## config.mk

```make
export PLATFORM = sky130hd
export DESIGN_NAME = dest_reg_pipe
export DESIGN_NICKNAME = d
export VERILOG_FILES = /design/src/rtl/dest_reg_pipe.sv
export SDC_FILE = /design/constraint.sdc
export NUM_CORES = 1
export LEC_CHECK = 0
export CAP_MARGIN = 20
export CORE_ASPECT_RATIO = 1.2
export CORE_MARGIN = 2
export CORE_UTILIZATION = 45
export DETAILED_ROUTE_END_ITERATION = 8
export GPL_ROUTABILITY_DRIVEN = 0
export PLACE_DENSITY = 0.83
export SLEW_MARGIN = 10
export SYNTH_ARGS = -nofsm -noshare
export SYNTH_HDL_FRONTEND = slang
export SYNTH_SLANG_ARGS = --single-unit
export TNS_END_PERCENT = 5
```

## constraint.sdc

```tcl
create_clock -name clk -period 2.7 [get_ports clk]
set_input_delay 0.54 -clock clk [delete_from_list [all_inputs] [get_ports clk]]
set_output_delay 0.54 -clock clk [all_outputs]
set_load 0.02 [all_outputs]
```

## src/rtl/dest_reg_pipe.sv

```systemverilog
// Destination-register tracking pipeline: picks one candidate destination per
// instruction, carries it through DEPTH stages and reports operand forwarding hits.
module dest_reg_pipe #(
  parameter  int AW    = 5,
  parameter  int NSRC  = 3,
  parameter  int DEPTH = 3,
  localparam int SW    = (NSRC > 1) ? $clog2(NSRC) : 1
) (
  input  logic                  clk,
  input  logic                  rst_n,
  input  logic [NSRC*AW-1:0]    src_addr,
  input  logic [SW-1:0]         sel,
  input  logic                  valid_in,
  input  logic                  wr_in,
  input  logic                  hold,
  input  logic                  flush,
  input  logic [AW-1:0]         rs_addr,
  input  logic [AW-1:0]         rt_addr,
  output logic [DEPTH*AW-1:0]   dst_addr,
  output logic [DEPTH-1:0]      dst_wr,
  output logic                  rs_fwd_vld,
  output logic                  rt_fwd_vld,
  output logic [2:0]            rs_fwd_stg,
  output logic [2:0]            rt_fwd_stg
);

  logic [AW-1:0] sel_addr;
  logic          sel_ok;

  // Out-of-range select yields address 0 and no write.
  always_comb begin
    sel_addr = '0;
    sel_ok   = 1'b0;
    for (int k = 0; k < NSRC; k++) begin
      if (sel == SW'(k)) begin
        sel_addr = src_addr[k*AW +: AW];
        sel_ok   = 1'b1;
      end
    end
  end

  // feed[i] is what stage i loads on an advancing edge; feed[0] is the new instruction.
  logic [DEPTH:0]          feed_valid;
  logic [DEPTH:0]          feed_wr;
  logic [(DEPTH+1)*AW-1:0] feed_addr;

  assign feed_valid[0]       = valid_in;
  assign feed_wr[0]          = wr_in & sel_ok;
  assign feed_addr[0 +: AW]  = sel_addr;

  genvar gi;
  generate
    for (gi = 0; gi < DEPTH; gi++) begin : gen_stage
      logic          valid_q;
      logic          wr_q;
      logic [AW-1:0] addr_q;

      // Flush bubbles only the head stage; later stages still obey hold.
      always_ff @(posedge clk or negedge rst_n) begin
        if (!rst_n) begin
          valid_q <= 1'b0;
          wr_q    <= 1'b0;
          addr_q  <= '0;
        end else if (flush && (gi == 0)) begin
          valid_q <= 1'b0;
          wr_q    <= 1'b0;
          addr_q  <= '0;
        end else if (!hold) begin
          valid_q <= feed_valid[gi];
          wr_q    <= feed_wr[gi];
          addr_q  <= feed_addr[gi*AW +: AW];
        end
      end

      assign feed_valid[gi+1]          = valid_q;
      assign feed_wr[gi+1]             = wr_q;
      assign feed_addr[(gi+1)*AW +: AW] = addr_q;

      assign dst_addr[gi*AW +: AW] = addr_q;
      assign dst_wr[gi]            = valid_q & wr_q & (addr_q != '0);
    end
  endgenerate

  // Scan oldest to youngest so the youngest matching stage wins.
  always_comb begin
    rs_fwd_vld = 1'b0;
    rs_fwd_stg = 3'd0;
    rt_fwd_vld = 1'b0;
    rt_fwd_stg = 3'd0;
    for (int i = DEPTH - 1; i >= 0; i--) begin
      if (dst_wr[i] && (dst_addr[i*AW +: AW] == rs_addr) && (rs_addr != '0)) begin
        rs_fwd_vld = 1'b1;
        rs_fwd_stg = 3'(i);
      end
      if (dst_wr[i] && (dst_addr[i*AW +: AW] == rt_addr) && (rt_addr != '0)) begin
        rt_fwd_vld = 1'b1;
        rt_fwd_stg = 3'(i);
      end
    end
  end

endmodule
```

-- Yosys cells after proc, flatten, opt, wreduce, memory -nomap -nowiden
Cells that the tools add are included.
- flip-flop bits (word level): 21
- latch bits: 0
- memory bits (writable): 0
- bits in read-only memories: 0
- input bits: 33
- output and inout port bits: 26
- logic and storage cells: 67
- memories: 0
- add/subtract/negate cells: 0
- multiply operators: 0
- div/mod/pow operators: 0
- $lt $le $gt $ge: 0
- equality and inequality tests: 9
- shifts and indexed selects: 0
- muxes and demuxes: 24
- bitwise operators: 7
- reduce and logical (&&, ||, !) cells: 18
- operators with widths (kind ; count):
    5-bit == test ; 6
    5-bit 2-to-1 mux ; 5
    5-bit nonzero test ; 5
    1-bit 2-to-1 mux ; 13
    1-bit logical AND ; 12
    3-bit 2-to-1 mux ; 4
    1-bit AND ; 7
    2-bit 2-to-1 mux ; 2
    2-bit by 1-bit == test with 1-bit output, second input constant ; 1
    2-bit == test, second input constant ; 1
    2-bit zero test ; 1
    2-bit by 1-bit != test with 1-bit output, second input constant ; 1

-- Depth between registers and ports, before layout
Gate-level depths: netlist (run 1).
- depth in word-level cells: 7
- mapped depth: 5
- mapped depth without buffers: 4

-- Worst setup path before layout (run 1)
OpenSTA, ideal clock, no wires.
- path type: register to output
- start point: register gen_stage[0].addr_q[0]
- end point: output rt_fwd_stg[1]
- arrival time: 1784 ps
- required time: 2160 ps
- setup slack: 376 ps
- stages on the path, launching flop included: 5
- path buffers: 0
- path through: dfrtp_1 or3_1 o311a_4 and4_4 nor3b_2
- longest elaborated chain between the ends: 5
- elaborated cells on any way between the ends: 6
- those cells by class: eq/ne (1); mux (1); bitwise (1); reduce/logical (3)
- RTL lines (element ; RTL line ; RTL):
    start, declared ; 56 ; logic [AW-1:0] addr_q;
    start signal, assigned ; 71 ; addr_q <= feed_addr[gi*AW +: AW];
    5-bit nonzero test ; 80 ; assign dst_wr[gi] = valid_q & wr_q & (addr_q != '0);
    1-bit AND ; 80 ;
    via dst_wr[0] ; 20 ; output logic [DEPTH-1:0] dst_wr,
    1-bit logical AND (2 in a row) ; 95 ; if (dst_wr[i] && (dst_addr[i*AW +: AW] == rt_addr) && (rt_addr != '0)) begin
    3-bit 2-to-1 mux ; 95 ;
    end, declared ; 24 ; output logic [2:0] rt_fwd_stg
The timed path passes the listed nets, and every way through them passes these cells.

-- Final worst setup path (run 1)
- start point: input rt_addr[2]
- end point: output rt_fwd_vld
- longest elaborated chain between the ends: 6
- elaborated cells on any way between the ends: 13
- those cells by class: eq/ne (3); mux (3); reduce/logical (7)
- RTL lines (element ; RTL line ; RTL):
    start, declared ; 18 ; input logic [AW-1:0] rt_addr,
    5-bit == test ; 95 ;
    1-bit logical AND (2 in a row) ; 95 ;
    1-bit 2-to-1 mux (2 in a row) ; 95 ;
    1-bit 2-to-1 mux * ; 95 ;
    end, declared ; 22 ; output logic rt_fwd_vld,
Every way passes the cells marked *; elsewhere a longest branch is shown, timed or not.

==> results of run 1 <==
report_power, final:
| part | internal [mW] | switching [mW] | total (mW) |
|---|---|---|---|
| sequential | 0.343 | 0.0412 | 0.385 |
| clock | 0.0575 | 0.0844 | 0.142 |
| combinational | 0.160 | 0.144 | 0.304 |
| total | 0.561 | 0.270 | 0.831 |
state kept, by name (all words and copies together) (netlist names):
signal,flops
gen_stage.wr_q,3
gen_stage.valid_q,3
gen_stage.addr_q,15
area by class of cell:
| class | count | area (µm²) | share of cell area (%) |
|---|---|---|---|
| Tap cell | 36 | 45.0 | 2.16 |
| Timing Repair Buffer | 64 | 598 | 28.7 |
| Sequential cell | 21 | 527 | 25.3 |
| Clock buffer | 4 | 26.3 | 1.26 |
| Multi-Input combinational cell | 119 | 888 | 42.6 |
layout by cell type, fill, tap and decap left out:
cell type / netlist / layout
xor2_1: 30 / 30
clkdlybuf4s50_1: 0 / 50
dfrtp_1: 21 / 20
nand2_1: 6 / 6
o311a_1: 1 / 1
nor2b_1: 5 / 5
buf_4: 2 / 8
and2b_2: 1 / 1
clkbuf_1: 3 / 1
and4_1: 1 / 1
o311a_4: 1 / 1
dfrtp_2: 0 / 1
nor3_2: 0 / 2
nand3_1: 2 / 2
nor3_1: 16 / 14
conb_1: 1 / 2
and4_4: 1 / 1
clkbuf_4: 0 / 3
mux2_2: 14 / 14
a21oi_1: 2 / 2
mux2i_1: 6 / 6
nor2_1: 15 / 15
nor3b_2: 2 / 2
dlygate4sd2_1: 0 / 2
nand3b_1: 1 / 1
clkbuf_2: 0 / 4
or3_1: 2 / 2
a211oi_1: 5 / 5
nand4_1: 6 / 6
timing repair:
action,in CTS,in global routing
endpoints found under the setup margin,6,5
hold buffers,0,0
gates resized for setup,7,10
endpoints found under the hold margin,0,0
how the worst min path moves through the flow:
stage | start | end | slack, ps | cells past startpoint
after detailed placement | gen_stage[2].wr_q$_DFFE_PN0N_ | gen_stage[2].wr_q$_DFFE_PN0N_ | 500 | 1
after floorplan | rst_n | gen_stage[0].addr_q[0]$_DFFE_PN0P_ | 240 | 0
after global routing | rst_n | gen_stage[2].addr_q[2]$_DFFE_PN0N_ | 560 | 2
after CTS | gen_stage[2].wr_q$_DFFE_PN0N_ | gen_stage[2].wr_q$_DFFE_PN0N_ | 530 | 1
after global placement | gen_stage[2].wr_q$_DFFE_PN0N_ | gen_stage[2].wr_q$_DFFE_PN0N_ | 490 | 1
final | gen_stage[2].wr_q$_DFFE_PN0N_ | gen_stage[2].wr_q$_DFFE_PN0N_ | 530 | 1
per-stage QoR:
step	util, %	total power, mW
floorplan	-	0.531
global placement	67.7	0.680
detailed placement	67.7	0.692
CTS	68.4	0.838
global route	68.2	0.889
finish	68.2	0.831
kinds of logic (layout without fill, tap and decap cells):
family	Yosys count	count (layout)	synth area share, %
buffers and inverters	6	68	2.18
multiplexers	20	20	15.2
AO/OA/AOI/OAI	9	9	5.51
XOR/XNOR	30	30	18.4
AND/OR/NAND/NOR	58	58	21.8
other	1	2	0.262
flip-flops	21	21	36.7
per-layer routing:
metal  track usage, %  share of wire, %  vias to the layer above  routed length (µm)
met5                0                 0                        -                   0
met3             3.52               6.2                       16                 242
met4             15.5               3.7                        0                 146
li1                 -                 -                      636                   -
met2             43.8                53                       75                2070
met1             23.8                37                      628                1450
==> impl_results.md, run 1 <==
- Vias in the first global route: 1457
- DR vias/cell: 5.55
- FMAX: 0.382 GHz
- Outcome: completed
- Drt drc: 0
- Crit-path cells: clkdlybuf4s50_1 > xor2_1 > nor3_1 > nand4_1 > nand3_1 > dlygate4sd2_1
- Die Y: 65.8 µm
- Power per cell area: 399 nW/µm²
- Grt ovf: 0
- Setup Crit Path Kind: in -> out
- Initial DRC count: 27
- Fin Clk Skew: 4.86 ps
- EDFF count, synth: 0
- Initial Util: 46.8%
- Register bit total from synthesis: 21
- MaxCap Viol Count: 0
- PortBufs: 56
- Tmin final: 2620 ps
- Final std cells w/o fill: 244
- Setup WS post-layout: 82.1 ps
- R2R depth: 3
- Register area share after synthesis: 36.7%
- DP HPWL: 3170 µm
- Die ar.: 3650 µm²
- Top cells by count, synth: xor2_1 (30), dfrtp_1 (21), nor3_1 (16)
- TritonCTS clock tree: built
- Skew-Pair Late Insertion Delay: 290 ps
- Synth area leader: dfrtp_1
- Finished Cell Area: 2080 µm²
- FILL cells: 253
- Share of cells above drive strength 1: 17.8%
- Syn Inst Count: 145
- Routed wire per std cell: 16.0 µm
- Setup crit start kind: input port
- Post-CTS Setup Repair Bufs: 0
- Async SR Flop Fraction: 100%
- Critical path's slowest cell: clkdlybuf4s50_1
- Leakage: 0.962 nW
- Post-synth top area share: 36.7%
- Yosys warning total: 0
- Setup TNS: 0 ps
- Syn-to-layout area delta: 45.6%
- FP Rows: 22
- Pin count of the biggest net entering global routing: 28
- Top delay family on crit path: buffers and inverters
- Top post-synthesis cells by area: dfrtp_1 (37%), xor2_1 (18%), mux2_2 (11%)
- Max-slew violation count: 0
- Die W: 55.5 µm
- Initial antenna violation count: 0
- Worst min-delay path class: reg -> reg
- Buf+Inv Stages, Crit Path: 2
- Top-count cell post-synth: xor2_1
- Max incr delay on CP: 510 ps
- Post-synth top flop: dfrtp_1
- Post-Route WL: 3910 µm
- CTS buffer count: 3
- Clk buf depth: 2
- Router iterations before antenna repair: 4
- Critical path depth in cells: 6
- Total Routing Usage GR: 23.3%
- Critical Path End Type: primary output
- ANT cells: 0
- RSZ-0062 raised after global routing: false
- CP arrival: 2080 ps
- Via count: 1355
- First-pass GRT wire length: 6670 µm
- Critical Path RT: 2160 ps
- Core area: 3060 µm²
- Worst Setup Slack post-DPL: -278 ps
- Final Hold Vio Count: 0
- FF-to-FF Start: gen_stage[0].addr_q[0]$_DFFE_PN0P_
- Worst Setup EP: rt_fwd_vld
- Post-synthesis area per instance: 9.87 µm²
- Synth cell types: 24
- Fin nets: 242
- Worst-path fanout max: 4
- R2R setup slack: 1740 ps
- Final Cycle Share: 97.0%
- Setup-failing EPs final: 0
- Clock tree sinks: 21
- Placed cell areas: 2070 µm²
- R2r endpoint: gen_stage[0].addr_q[0]$_DFFE_PN0P_
- Clock-pin slew on the worst setup and hold paths: 110 ps
- H-tree levels: 1
- Root cell of the clock tree: clkbuf_4
- Dpl cells: 240
- Post-Syn Area: 1430 µm²
- Worst Setup SP: rt_addr[2]
- Worst vdd ir: 272 µV
- IO Count: 59
- Hold Worst Slack: 529 ps
- Routed Antenna Nets: 0
No activity file was read; power rests on OpenSTA's default activity.
==> inputs of run 2 (changes only) <==
- CORE_MARGIN: 2 -> default
==> run 2 against run 1 <==
Against the previous run:
- die area decreased by 6.5%
- total power increased by 0.59%
- worst setup slack got worse by 30 ps
- sequential power about the same
- maximum frequency decreased by 1.2%
- critical path depth unchanged
- critical endpoint is now rs_fwd_stg[0]
==> impl_results.md, run 2 (synthesis gave the netlist of run 1 again) <==
- Outcome: completed
- DR vias/cell: 5.54 (-0.26%)
- Die ar.: 3410 µm² (-6.5%)
- Final std cells w/o fill: 243 (-0.41%)
- Initial DRC count: 26 (-3.7%)
- CP arrival: 2110 ps (+30 ps)
- ANT cells: 0 (unchanged)
- Tmin final: 2650 ps (+30.5 ps)
- Total Routing Usage GR: 24.8% (+1.5 points)
- Core Util, Final: 68.4% (+0.20 points)
- Root cell of the clock tree: clkbuf_4
- IO Count: 59 (unchanged)
- CTS buffer count: 3 (unchanged)
- Share of cells above drive strength 1: 16.9% (-0.88 points)
- Top layer in use: met4
- Core area: 3060 µm² (unchanged)
- R2r endpoint: gen_stage[1].addr_q[3]$_DFFE_PN0N_
- Fin nets: 241 (-0.41%)
- Finished Cell Area: 2090 µm² (+0.30%)
- Fin Clk Skew: 6.49 ps (+1.63 ps)
- Hold Crit Start: gen_stage[2].wr_q$_DFFE_PN0N_
- FF-to-FF Start: gen_stage[0].addr_q[3]$_DFFE_PN0P_
- Max reg flops: 15 (unchanged)
- Final Cycle Share: 98.1% (+1.1 points)
- Drt drc: 0 (unchanged)
- Setup Crit Path Kind: in -> out
- Met3 wire len: 192 µm (-21%)
- Met1 WL: 1570 µm (+8.7%)
- Hold Worst Slack: 530 ps (+1.69 ps)
- Clock tree sinks: 21 (unchanged)
- Final Hold Vio Count: 0 (unchanged)
- Clk buf depth: 2 (unchanged)
- Pin count of the biggest net entering global routing: 28 (unchanged)
- MaxCap Viol Count: 0 (unchanged)
- PortBufs: 56 (unchanged)
- Setup crit start kind: input port
- Largest registers: gen_stage.addr_q: 15 flops, gen_stage.valid_q: 3 flops, gen_stage.wr_q: 3 flops
- Die W: 53.5 µm (-3.6%)
- Initial antenna violation count: 0 (unchanged)
- Most common cell after layout, fill and taps aside: clkdlybuf4s50_1
- Placed cell areas: 2060 µm² (-0.36%)
- Via count: 1346 (-0.66%)
- Design Power: 836 µW (+0.59%)
- Vias in the first global route: 1337 (-8.2%)
- Worst-path fanout max: 4 (unchanged)
- Max-slew violation count: 0 (unchanged)
- FP Rows: 22 (unchanged)
- H-tree levels: 1 (unchanged)
- Most frequent cells in the layout: clkdlybuf4s50_1 (49), xor2_1 (30), dfrtp_1 (20), nor2_1 (15)
- Clock-pin slew on the worst setup and hold paths: 120 ps (about the same)
- Routed Antenna Nets: 0 (unchanged)
- Syn-to-layout area delta: 46.1%
- Hold buffers post-CTS: 0 (unchanged)
- Initial Util: 46.8% (unchanged)
- Routed wire per std cell: 16.1 µm (+0.77%)
- Setup-failing EPs final: 0 (unchanged)
- First-pass GRT wire length: 6100 µm (-8.5%)
- Hold path endpoint: gen_stage[2].wr_q$_DFFE_PN0N_
- Worst min-delay path class: reg -> reg
- Grt ovf: 0 (unchanged)
- RSZ-0062 raised after global routing: true
- Post-Route WL: 3920 µm (+0.36%)
- Critical Path RT: 2160 ps (about the same)
- R2R depth: 2 (-1)
- DP HPWL: 3100 µm (-2.2%)
- Critical Path End Type: primary output
- Leakage: 0.970 nW (+0.78%)
- Biggest register: gen_stage.addr_q
- Routed wl met2: 2110 µm (+1.6%)
- TritonCTS clock tree: built
- Die Y: 63.8 µm (-3.0%)
- Router iterations before antenna repair: 4 (unchanged)
- Power per cell area: 400 nW/µm² (+0.28%)
- Skew-Pair Late Insertion Delay: 310 ps (+20 ps)
- R2R setup slack: 1720 ps (-20 ps)
- Dpl cells: 239 (-0.42%)
- Worst vdd ir: 288 µV (+5.8%)
- FMAX: 0.378 GHz (-1.2%)
- Worst Hold Depth: 1 (unchanged)
## run 2: critical path, cell delays in order
cell and delay (ps):
clkdlybuf4s50_1 520, xor2_1 190, nor3_1 220, nand4_1 170
nor2_1 130, dlygate4sd2_1 330
## run 2: worst max path at each step
stage | start | endpoint | slack, ps
floorplan | gen_stage[0].addr_q[0]$_DFFE_PN0P_ | rt_fwd_stg[1] | 380
global placement | rs_addr[2] | rs_fwd_stg[1] | -190
detailed placement | rs_addr[2] | rs_fwd_stg[1] | -300
CTS | rt_addr[2] | rt_fwd_stg[1] | 6
global route | rs_addr[2] | rs_fwd_stg[0] | -6
finish | rs_addr[0] | rs_fwd_stg[0] | 50
## run 2: area by class of cell
class	count	area, µm²
timing repair buffer	63	603
multi-input combinational	119	888
clock inverter	1	5.00
tap	36	45.0
fill	265	965
clock buffer	3	22.5
sequential	21	527
## run 2: power by group
group / internal [mW] / switching, mW / total (mW)
Combinational: 0.158 / 0.140 / 0.297
Sequential: 0.343 / 0.0433 / 0.387
Clock: 0.0554 / 0.0963 / 0.152
Total: 0.556 / 0.279 / 0.836
## run 2: per-stage QoR
step	worst slack (ps)	TNS, ps
after floorplan	376	0
after global placement	-188	-948
after detailed placement	-303	-1450
after CTS	5.89	0
after global routing	-5.78	-5.78
final	51.6	0
## run 2: what timing repair did
action / in CTS / in global routing
gates resized for setup: 10 / 7
pin swaps: 0 / 0
setup endpoints to repair: 6 / 6
setup buffers: 0 / 0
## run 2: per-layer routing
| layer | global-route usage, % | up-vias |
|---|---|---|
| met2 | 47.3 | 58 |
| met3 | 3.57 | 7 |
| met4 | 7.57 | 0 |
| met1 | 26.3 | 648 |
| met5 | 0 | - |
| li1 | - | 633 |
==> inputs of run 3 (changes only) <==
- PLACE_DENSITY: 0.83 -> 0.85
==> run 3 against run 2 <==
Against the previous run:
- via count rose by 2.9%
- die area is the same
- non-clock buffer count is 1 higher
- sequential cell count stayed put
- routed wire length increased by 3.6%
- final cell count increased by 0.41%
- core utilization up 0.16 points
- clock-buffer cell count increased by 1
- total power hardly changed
- critical path type unchanged
- highest routed layer unchanged
==> impl_results.md, run 3 (synthesis gave the netlist of run 1 again) <==
- Total Routing Usage GR: 26.1% (+1.4 points)
- TritonCTS clock tree: built
- MaxCap Viol Count: 0 (unchanged)
- Grt ovf: 0 (unchanged)
- Critical Path End Type: primary output
- Vias in the first global route: 1484 (+11%)
- Outcome: completed
- Max reg flops: 15 (unchanged)
- Setup crit start kind: input port
- Fin Clk Skew: 3.61 ps (-2.88 ps)
- Post-CTS Setup Repair Bufs: 0 (unchanged)
- Worst vdd ir: 308 µV (+7.0%)
- H-tree levels: 1 (unchanged)
- CTS buffer count: 3 (unchanged)
- Design Power: 836 µW (about the same)
- IO Count: 59 (unchanged)
- Initial Util: 46.8% (unchanged)
- Buf+Inv Stages, Crit Path: 2 (unchanged)
- Dpl cells: 240 (+0.42%)
- Met1 WL: 1560 µm (-1.0%)
- Initial DRC count: 27 (+3.8%)
- Post-CTS sizing: 10 (unchanged)
- Drt drc: 0 (unchanged)
- Biggest register: gen_stage.addr_q
- Setup Crit Path Kind: in -> out
- First-pass GRT wire length: 6450 µm (+5.8%)
- FF-to-FF Start: gen_stage[0].addr_q[0]$_DFFE_PN0P_
- Routed wl met2: 2130 µm (+0.90%)
- Final Cycle Share: 98.5% (+0.40 points)
- FP Rows: 22 (unchanged)
- Critical path's slowest cell: clkdlybuf4s50_1
- Core area: 3060 µm² (unchanged)
- Fin nets: 242 (+0.41%)
- Final std cells w/o fill: 244 (+0.41%)
- Placed cell areas: 2070 µm² (+0.36%)
- DR vias/cell: 5.68 (+2.5%)
- Die Y: 63.8 µm (unchanged)
- Post-Route WL: 4070 µm (+3.6%)
- Routed Antenna Nets: 0 (unchanged)
- ANT cells: 0 (unchanged)
- CP arrival: 2120 ps (about the same)
- Die W: 53.5 µm (unchanged)
- Syn-to-layout area delta: 46.4%
- Tmin final: 2660 ps (+10.7 ps)
- Hold Crit Start: gen_stage[2].valid_q$_DFFE_PN0N_
- Largest registers: gen_stage.addr_q: 15 flops, gen_stage.valid_q: 3 flops, gen_stage.wr_q: 3 flops
- PortBufs: 56 (unchanged)
- Leakage: 0.993 nW (+2.4%)
- Crit-path cells: clkdlybuf4s50_1 > nor3_1 > nand2_1 > and4_1 > nor3b_2 > clkdlybuf4s15_2
- Final Hold Vio Count: 0 (unchanged)
- Clk buf depth: 2 (unchanged)
- Via count: 1385 (+2.9%)
- Most frequent cells in the layout: clkdlybuf4s50_1 (47), xor2_1 (30), dfrtp_1 (21), nor2_1 (15), nor3_1 (15)
- FMAX: 0.376 GHz (-0.40%)
- Top delay family on crit path: simple AND/OR/NAND/NOR gates
- Worst Setup SP: rs_addr[0]
- Setup-failing EPs final: 0 (unchanged)
- Critical Path RT: 2160 ps (about the same)
- Most common cell after layout, fill and taps aside: clkdlybuf4s50_1
- Skew-Pair Late Insertion Delay: 300 ps (about the same)
- Hold buffers post-CTS: 0 (unchanged)
- Router iterations before antenna repair: 4 (unchanged)
- Worst-path fanout max: 4 (unchanged)
- Clock-pin slew on the worst setup and hold paths: 110 ps (about the same)
- Worst min-delay path class: reg -> reg
- Finished Cell Area: 2100 µm² (+0.24%)
- Max-slew violation count: 0 (unchanged)
- Hold Worst Slack: 544 ps (+13.4 ps)
- Max incr delay on CP: 510 ps (about the same)
- Clock tree sinks: 21 (unchanged)
- Routed wire per std cell: 16.7 µm (+3.2%)
- Pin count of the biggest net entering global routing: 28 (unchanged)
- Met3 wire len: 245 µm (+28%)
- Initial antenna violation count: 0 (unchanged)
- RSZ-0062 raised after global routing: true
- Top layer in use: met4
- Power per cell area: 399 nW/µm² (-0.19%)
- Share of cells above drive strength 1: 16.3% (-0.56 points)
- Root cell of the clock tree: clkbuf_4
- Die ar.: 3410 µm² (unchanged)
- DP HPWL: 3210 µm (+3.4%)
==> run 3: final timing paths <==
kind,depth (start not counted),slack [ps],endpoint
worst max register to register,3,1750,gen_stage[0].addr_q[0]$_DFFE_PN0P_
worst max-delay path,6,40,rs_fwd_stg[1]
max in group asynchronous,2,1920,gen_stage[1].addr_q[0]$_DFFE_PN0N_
worst min register to register,1,540,gen_stage[2].valid_q$_DFFE_PN0N_
min in group asynchronous,2,560,gen_stage[0].valid_q$_DFFE_PN0P_
worst min-delay path,1,540,gen_stage[2].valid_q$_DFFE_PN0N_
==> run 3: layer usage <==
layer | track usage (%) | vias up
met1 | 27.6 | 646
met3 | 2.62 | 14
li1 | - | 639
met4 | 16.1 | 0
met2 | 47.0 | 86
met5 | 0 | -
==> run 3: final cells by class <==
| type | instances | area, µm² |
|---|---|---|
| multi-input cells | 119 | 883 |
| fillers | 244 | 960 |
| repair buffers | 64 | 616 |
| clock buffers | 4 | 26.3 |
| well taps | 36 | 45.0 |
| flip-flops and latches | 21 | 526 |
==> run 3: stage by stage <==
stage	setup WS, ps	setup TNS (ps)	util (%)
floorplan	376	0	-
global placement	-191	-957	67.7
detailed placement	-303	-1460	67.7
CTS	7.86	0	68.6
global route	-50.7	-50.7	68.6
finish	40.9	0	68.6
==> run 3: power breakdown <==
part	total (mW)	internal, mW	switching [mW]
registers	0.384	0.343	0.0413
clock network	0.149	0.0576	0.0913
logic	0.303	0.159	0.144
==> RTL change, RTL diff (flow settings as in run 2) <==
The parameter `AW` goes from 5 to 4.
--- a/src/rtl/dest_reg_pipe.sv
+++ b/src/rtl/dest_reg_pipe.sv
@@ -1,7 +1,7 @@
 // Destination-register tracking pipeline: picks one candidate destination per
 // instruction, carries it through DEPTH stages and reports operand forwarding hits.
 module dest_reg_pipe #(
-  parameter  int AW    = 5,
+  parameter  int AW    = 4,
   parameter  int NSRC  = 3,
   parameter  int DEPTH = 3,
   localparam int SW    = (NSRC > 1) ? $clog2(NSRC) : 1
Interface: changed (resized dst_addr, rs_addr, rt_addr and src_addr); port bits go from 59 to 51. No check against the original RTL was run, so the function may have changed too.
==> RTL change against run 2 <==
Synthesized cell count decreased by 12%; combinational power decreased by 15%; final area decreased by 12%; worst hold slack got worse by 0.014 ns; final cell count decreased by 14%; power decreased by 10%; sequential share of layout area decreased by 0.70 points; sequential cell count decreased by 3; area after synthesis decreased by 9.7%; routed wire length decreased by 19%; worst setup slack improved by 0.0062 ns; non-clock buffer count decreased by 8; clock skew decreased by 0.0022 ns; largest cell class unchanged; largest power group unchanged.
==> RTL change: results (changes against run 2) <==
Critical path
  • Worst r2r src: gen_stage[0].addr_q[0]$_DFFE_PN0P_
  • FF-to-FF path depth: 3 (+1)
  • Capture point of the worst path: rs_fwd_stg[1]
  • Critical path peak fanout: 5 (+1)

Placement
  • Placed Instances: 204 (-15%)
  • Estimated wirelength of the detail-placed design: 2540 um (-18%)
  • Post-place setup slack: -0.333 ns (-0.0301 ns)
  • Number of port buffers: 48 (-14%)
  • DP Area: 1790 um2 (-13%)

Final layout
  • Registers with the most flip-flops: gen_stage.addr_q: 12 flops, gen_stage.valid_q: 3 flops, gen_stage.wr_q: 3 flops
  • Fill cell total of the finished layout: 219 (-17%)
  • Design area: 1840 um2 (-12%)
  • Proportion of layout cells with a drive suffix above 1: 21.6% (+4.7 points)

Synthesis
  • Sequential fraction of the synthesis area: 34.8% (-1.9 points)
  • Cell count after synthesis: 127 (-12%)
  • Cell types with the largest area share after synthesis: sky130_fd_sc_hd__dfrtp_1 35%, sky130_fd_sc_hd__xor2_1 11%, sky130_fd_sc_hd__mux2_2 10%
  • Leading post-synthesis cells by instance count: 18 x sky130_fd_sc_hd__dfrtp_1, 16 x sky130_fd_sc_hd__xor2_1, 12 x sky130_fd_sc_hd__mux2_2

Power
  • Maximum VDD drop: 0.261 mV (-9.5%)
  • Switching Fraction: 31.6% (-1.8 points)
  • Standby leakage power: 0.793 nW (-18%)

Clock tree
  • CTS H-tree lvls: 1 (unchanged)
  • Clock latency reported for the late side of the worst-skew pair: 0.29 ns (-0.02 ns)
  • Count of instances resized after the clock tree is built: 17 (+7)
  • Post-CTS setup buffers: 1 (+1)
  • Clock transition time at the flip-flop clock pins of the worst setup and hold paths: 0.10 ns (-0.02 ns)

Run status
  • Run status: finished, final reports clean

Min path
  • Min-Delay Path Class: reg -> reg

Timing
  • Post-Route Skew: 0.00432 ns (-0.00217 ns)
  • Crit share post-route: 97.9% (-0.23 points)
  • Worst hold slack: 0.516 ns (-0.0143 ns)

Route
  • Drt initial violations: 33 (+27%)
  • Routed vias/inst: 5.46 (-1.4%)
  • Final routed wirelength across all metal layers: 3180 um (-19%)
  • Routed len/inst: 15.2 um (-5.6%)

Global route
  • Number of antenna violations at the first check in global routing: 0 (unchanged)
  • Via count of the first global-routing pass: 1179 (-12%)
  • Global-route wire length before repair: 5180 um (-15%)
  • Total track usage: 23.0% (-1.7 points)
  • Maximum number of pins on one net before global-route repair: 24 (-14%)
==> RTL change: cell types whose count changed in the layout (fill, tap and decap cells not counted), sizes merged, moves of 3 or more <==
cell / before / now
xor2: 30 / 16
xnor2: 0 / 8
nor2: 15 / 9
nand4: 6 / 3
dfrtp: 21 / 18
dlygate4sd2: 2 / 7
clkdlybuf4s50: 49 / 38
nor4: 0 / 10
nor3: 16 / 10
==> RTL change: power groups by stage <==
stage	clock, mW	sequential, mW	combinational (mW)
after floorplan	0	0.350	0.128
after global placement	0	0.343	0.239
after detailed placement	0	0.345	0.248
after CTS	0.164	0.340	0.250
after global routing	0.172	0.343	0.270
final	0.160	0.340	0.251
==> RTL change: final cells by class <==
cell class	instances	area share [%]
clock buffers	4	1.97
multi-input cells	99	42.9
flip-flops and latches	18	24.5
well taps	33	2.24
repair buffers	55	28.4
==> RTL change: worst register-to-register path, cell delays in order, from the launching register on <==
cell	delay [ns]
sky130_fd_sc_hd__dfrtp_1	0.37
sky130_fd_sc_hd__buf_4	0.15
sky130_fd_sc_hd__and2b_2	0.21
sky130_fd_sc_hd__nor3_1	0.15
==> RTL change: metal layers <==
metal	vias to the layer above	track usage, %	routed length [um]
met5	-	0	0
met1	518	23.6	1230
li1	542	-	-
met3	16	1.75	182
met4	0	15.1	106
met2	66	44.7	1670
==> RTL change: cells by family (layout without fill, tap and decap cells) <==
group	Yosys count	in the layout	share of synthesized area (%)
buffers and inverters	11	59	5.52
other	1	2	0.290
xor gates and xnor gates	24	24	16.3
muxes	17	17	14.3
and+or+nand+nor	49	49	24.7
DFF	18	18	34.8
AOI/OAI and AO/OA	7	7	4.07
